### src/rtl/vbuf_arbiter.sv
// Small circular FIFO; head is visible combinationally while not empty.
// Latency: a pushed entry is at the head one cycle after the push.
// Backpressure: the caller pushes only while !full and pops only while !empty.
module vbuf_fifo #(
    parameter int W     = 21,
    parameter int DEPTH = 4
) (
    input  logic         pclk,
    input  logic         rst,
    input  logic         push_vld,
    input  logic [W-1:0] push_dat,
    input  logic         pop_vld,
    output logic [W-1:0] head_dat,
    output logic         empty,
    output logic         full
);
    localparam int PW = $clog2(DEPTH);
    localparam int CW = PW + 1;

    logic [W-1:0]  mem [DEPTH];
    logic [PW-1:0] wr_ptr;
    logic [PW-1:0] rd_ptr;
    logic [CW-1:0] cnt;

    always_ff @(posedge pclk) begin
        if (push_vld) mem[wr_ptr] <= push_dat;
    end

    always_ff @(posedge pclk) begin
        if (rst) begin
            wr_ptr <= '0;
            rd_ptr <= '0;
            cnt    <= '0;
        end else begin
            if (push_vld) wr_ptr <= wr_ptr + PW'(1);
            if (pop_vld)  rd_ptr <= rd_ptr + PW'(1);
            case ({push_vld, pop_vld})
                2'b10:   cnt <= cnt + CW'(1);
                2'b01:   cnt <= cnt - CW'(1);
                default: cnt <= cnt;
            endcase
        end
    end

    assign head_dat = mem[rd_ptr];
    assign empty    = (cnt == '0);
    assign full     = (cnt == CW'(DEPTH));
endmodule

// Single-port video buffer arbiter: scanout read > clear fill > buffered host writes.
// Latency: scanout data returns 2 cycles after sc_req; host writes retire in idle RAM cycles.
// Backpressure: wr_ready drops when the FIFO is full or a clear is running; scanout never stalls.
module vbuf_arbiter #(
    parameter int NPIX        = 4800,
    parameter int AW          = 13,
    parameter int DW          = 8,
    parameter int FIFO_DEPTH  = 4,
    parameter int HOLD_VBLANK = 0
) (
    input  logic          pclk,
    input  logic          rst,
    input  logic          vblank,
    input  logic          sc_req,
    input  logic [AW-1:0] sc_addr,
    output logic [DW-1:0] sc_rdata,
    output logic          sc_rvalid,
    input  logic          wr_valid,
    output logic          wr_ready,
    input  logic [AW-1:0] wr_addr,
    input  logic [DW-1:0] wr_data,
    input  logic          clr_start,
    input  logic [DW-1:0] clr_color,
    output logic          clr_busy,
    output logic          clr_done,
    output logic          err_oor,
    output logic [AW-1:0] ram_addr,
    output logic          ram_we,
    output logic [DW-1:0] ram_wdata,
    input  logic [DW-1:0] ram_rdata
);
    localparam logic [AW-1:0] NPIX_A = AW'(NPIX);
    localparam logic [AW-1:0] LAST_A = AW'(NPIX - 1);
    localparam logic [0:0] CLR_IDLE = 1'b0;
    localparam logic [0:0] CLR_FILL = 1'b1;

    logic [0:0]       clr_state;
    logic [AW-1:0]    clr_cnt;
    logic [DW-1:0]    clr_col;
    logic             sc_req_d;
    logic             fifo_push;
    logic             fifo_empty;
    logic             fifo_full;
    logic [AW+DW-1:0] head_dat;
    logic [AW-1:0]    head_addr;
    logic [DW-1:0]    head_wdat;
    logic             window;
    logic             grant_clr;
    logic             grant_host;
    logic             host_in_range;
    logic             clr_accept;

    assign head_addr     = head_dat[AW+DW-1:DW];
    assign head_wdat     = head_dat[DW-1:0];
    assign window        = (HOLD_VBLANK == 0) ? 1'b1 : vblank;
    assign clr_busy      = (clr_state == CLR_FILL);
    assign grant_clr     = !sc_req && clr_busy && window;
    assign grant_host    = !sc_req && !clr_busy && !fifo_empty && window;
    assign host_in_range = (head_addr < NPIX_A);
    assign wr_ready      = !fifo_full && !clr_busy;
    assign fifo_push     = wr_valid && wr_ready;
    // A push in the same cycle means the FIFO will not be empty, so the clear is refused.
    assign clr_accept    = clr_start && fifo_empty && !clr_busy && !fifo_push;

    vbuf_fifo #(.W(AW + DW), .DEPTH(FIFO_DEPTH)) u_fifo (
        .pclk     (pclk),
        .rst      (rst),
        .push_vld (fifo_push),
        .push_dat ({wr_addr, wr_data}),
        .pop_vld  (grant_host),
        .head_dat (head_dat),
        .empty    (fifo_empty),
        .full     (fifo_full)
    );

    always_comb begin
        ram_addr  = '0;
        ram_we    = 1'b0;
        ram_wdata = '0;
        if (sc_req) begin
            ram_addr = sc_addr;
        end else if (grant_clr) begin
            ram_addr  = clr_cnt;
            ram_we    = 1'b1;
            ram_wdata = clr_col;
        end else if (grant_host) begin
            ram_addr  = head_addr;
            ram_we    = host_in_range;
            ram_wdata = head_wdat;
        end
        if (rst) ram_we = 1'b0;
    end

    always_ff @(posedge pclk) begin
        if (rst) begin
            sc_req_d  <= 1'b0;
            sc_rvalid <= 1'b0;
            sc_rdata  <= '0;
            clr_state <= CLR_IDLE;
            clr_cnt   <= '0;
            clr_col   <= '0;
            clr_done  <= 1'b0;
            err_oor   <= 1'b0;
        end else begin
            sc_req_d  <= sc_req;
            sc_rvalid <= sc_req_d;
            if (sc_req_d) sc_rdata <= ram_rdata;
            clr_done <= 1'b0;
            if (clr_accept) begin
                clr_state <= CLR_FILL;
                clr_cnt   <= '0;
                clr_col   <= clr_color;
            end else if (grant_clr) begin
                if (clr_cnt == LAST_A) begin
                    clr_state <= CLR_IDLE;
                    clr_cnt   <= '0;
                    clr_done  <= 1'b1;
                end else begin
                    clr_cnt <= clr_cnt + AW'(1);
                end
            end
            if (grant_host && !host_in_range) err_oor <= 1'b1;
        end
    end
endmodule

### config.mk
export PLATFORM = sky130hd
export DESIGN_NAME = vbuf_arbiter
export DESIGN_NICKNAME = d
export VERILOG_FILES = /design/src/rtl/vbuf_arbiter.sv
export SDC_FILE = /design/constraint.sdc
export NUM_CORES = 1
export LEC_CHECK = 0
export BUFFER_PORTS_ARGS = -buffer_cell sky130_fd_sc_hd__clkbuf_2
export CORE_ASPECT_RATIO = 1.75
export CORE_UTILIZATION = 55
export DETAILED_ROUTE_END_ITERATION = 6
export PLACE_DENSITY_LB_ADDON = 0.3
export SLEW_MARGIN = 25
export SYNTH_ARGS = -nofsm -noshare
export SYNTH_HDL_FRONTEND = slang
export SYNTH_SLANG_ARGS = --single-unit
### constraint.sdc
create_clock -name pclk -period 3.4 [get_ports pclk]
set_input_delay 0.68 -clock pclk [delete_from_list [all_inputs] [get_ports pclk]]
set_output_delay 0.68 -clock pclk [all_outputs]
set_load 0.05 [all_outputs]
==> qor.yml <==
status: "finished, final reports clean"
cp_max_fo: 8
n_antenna_cell: 0
port_buffers: 89
cp_num_buf_inv: 1
worstPathRequired_ns: 2.72
yosysTopAreaCellShare_pct: 48.8
routed_wl_um: 10000
avgSynthCellArea_um2: 14.8
grt_max_degree: 33
drtIter0Drc: 245
yosys.area_share.xor_xnor_pct: 2.71
io_pins: 91
worstSkewPairLatency_ns: 0.40
syn2layout_area_growth_pct: 23.4
vias: 3262
setup_slack_ns: 0.184
synthAdderAreaFrac_pct: 1.84
cts_root_buffer: "clkbuf_16"
path_class: "register to primary output"
hold_viol_final: 0
critPathTopFamily: "compound AO/OA/AOI/OAI gates"
yosys.area.top_type: "edfxtp_1"
path_clk_slew_ns: 0.05
cts.sink_count: 127
irDropWorstVdd_v: 0.000545
synth_area_leaders: "edfxtp_1 49%, dfxtp_1 17%, mux4_2 5.7%"
drc: 0
synthSimpleGateAreaFrac_pct: 8.31
hp-class: "register to register"
post_synth_instance_area_um2: 5160
die_area_um2: 9800
die-width_um: 75.2
fin_tns_setup_ns: 0
crit_chain: "mux4_1 > a211o_1 > a31oi_2 > o221a_1 > clkbuf_2"
h-tree-depth: 4
place.gp.congestion: 0.843
synth-seq-area-share_pct: 65.5
async_flop_share_pct: 0
routed_via_density: 5.60
grt_use_total_pct: 22.4
drive_gt1_share_pct: 30.2
cts_hold_buf: 0
synthFlopType: "edfxtp_1"
arrival_ns: 2.54
synth_top_family_by_area: "multiplexers"
fin_crit_sh_pct: 94.6
cts_tree: "done"
synth-compound-area-share_pct: 5.43
ys_types: 39
wl_per_cell_um: 17.2
setup_viol: 0
stdcell_count: 583
totalPowerFinal_w: 0.00501
worst_setup_path_start_kind: "register"
yosys_warnings: 0
ys_ff_latch: 127
grt.overflow.total: 0
slew_violations: 0
synth_nets: 411
nNetsFinal: 513
antenna_found_initial: 0
p_per_area_nw_per_um2: 787
synth_mux_area_share_pct: 13.0
drv_cap: 0
antenna_left: 0
final_util_pct: 70.0
clock_path_buffers: 2
slew_headroom_pct: 58.8
grt_pass1_vias: 3151
placed_cells: 551
finClkSkew_ns: 0.00870
first_pass_iters: 6
period_needed_ns: 3.22
synth-edff-count: 84
rsz0062_at_grt: "no"
die_h_um: 130
endpoint_kind: "primary output"
post-cts-setup-buffer-count: 0
place_ws_ns: 0.374
rows: 46
max_freq_mhz: 311
core_area_um2: 9090
crit_path_top_delay_cell: "mux4_1"
synthCells: 348
tightest_slew_ns: 0.618
start_util_pct: 56.8
max_stage_delay_ns: 0.61
place_hpwl_um: 6670
numCtsBuffers: 17
grt_pass1_wl_um: 15500
p_leak_nw: 2.48
worst register-to-register path, stage by stage (launching register included):
cell and delay (ns):
dfxtp_1 0.61, a211oi_1 0.09, buf_4 0.19, inv_1 0.06
ha_1 0.17, inv_1 0.06, fa_1 0.37, xor2_1 0.16
or3_1 0.32, a21oi_1 0.15
per-stage QoR:
step	cell area [um2]	hold WS, ns
2_1_floorplan	5160	0.464
3_3_place_gp	5780	0.448
3_5_place_dp	5780	0.459
4_1_cts	6370	0.474
5_1_grt	6370	0.485
6_report	6370	0.469
path summary, 6_finish.rpt:
kind / cells after the start / from / end / slack, ns
hold / removal: 2 / err_oor$_SDFFE_PP0P_ / err_oor$_SDFFE_PP0P_ / 0.47
setup / recovery: 5 / register / ram_we / 0.18
setup reg to reg: 9 / clr_busy$_SDFFE_PP0P_ / u_fifo.cnt[2]$_SDFFE_PP0P_ / 1.12
hold reg to reg: 2 / err_oor$_SDFFE_PP0P_ / err_oor$_SDFFE_PP0P_ / 0.47
synthesized netlist by cell type (all sizes together), types with 2 or more instances:
cell type	number
nand3	5
nor4b	2
and2	4
nand3b	2
nand2	8
nand4	4
xnor2	11
nor2	42
clkbuf	13
nor4	3
a22o	8
ha	6
nor3	5
a222oi	12
nand4bb	2
inv	21
a21oi	6
xor2	5
mux4	21
nand2b	4
mux2i	17
dfxtp	43
nor2b	3
edfxtp	84
buf	6
cells in the final DEF (no fill, tap or decap), types with 2 or more instances in the layout:
cell | netlist | layout
a21oi_1 | 6 | 6
nand3_1 | 5 | 5
nor3_1 | 5 | 4
nand2_1 | 8 | 8
xor2_1 | 5 | 5
and2_1 | 4 | 4
nand4bb_1 | 2 | 2
nand3b_1 | 2 | 2
mux2i_1 | 17 | 17
xnor2_1 | 11 | 11
nor2_1 | 42 | 42
nand2b_1 | 4 | 4
clkbuf_1 | 13 | 6
clkbuf_16 | 0 | 17
mux4_2 | 13 | 13
bufinv_16 | 0 | 4
nor4_1 | 3 | 3
nand4_1 | 4 | 4
dfxtp_1 | 43 | 42
nor2b_1 | 3 | 3
ha_1 | 6 | 6
buf_4 | 0 | 13
inv_1 | 21 | 21
clkinv_1 | 0 | 4
clkbuf_2 | 0 | 89
a22o_1 | 8 | 8
mux4_1 | 8 | 8
a222oi_1 | 12 | 12
edfxtp_1 | 84 | 84
nor4b_1 | 2 | 2
timing repair:
action,CTS,global route
endpoints found under the setup margin,1,1
resized for setup,1,1
hold endpoints to repair,0,0
gates cloned,0,0
metal layers:
metal / wire (um) / up-vias / global-route usage, %
met5: 0 / - / 0
met2: 5400 / 115 / 38.8
li1: - / 1524 / -
met3: 437 / 24 / 6.25
met4: 248 / 0 / 10.8
met1: 3960 / 1599 / 25.0
final cells by class:
class | count | area [um2]
sequential | 127 | 3390
fill | 628 | 2720
multi-input combinational | 181 | 1620
timing repair buffer | 102 | 543
clock buffer | 23 | 448
tap | 120 | 150
clock inverter | 9 | 140
inverter | 21 | 78.8
sequential cells by signal, indices dropped and copies added (netlist names), 2 cells and up, named ones only:
register	flops
u_fifo.mem	84
u_fifo.wr_ptr	2
u_fifo.rd_ptr	2
u_fifo.cnt	3
clr_cnt	13
clr_col	8
sc_rdata	8
report_power, final:
part           total, W  switching [W]  internal (W)
clock network   0.00180       0.000584       0.00121
registers       0.00194      0.0000987       0.00184
logic           0.00127       0.000807      0.000465
logic make-up after synthesis:
group / Yosys count
AOI/OAI and AO/OA: 33
xor gates and xnor gates: 16
adders and majority gates: 7
buffers and inverters: 40
DFF: 127
muxes: 38
and+or+nand+nor: 87
(Power assumes the default switching activity.)
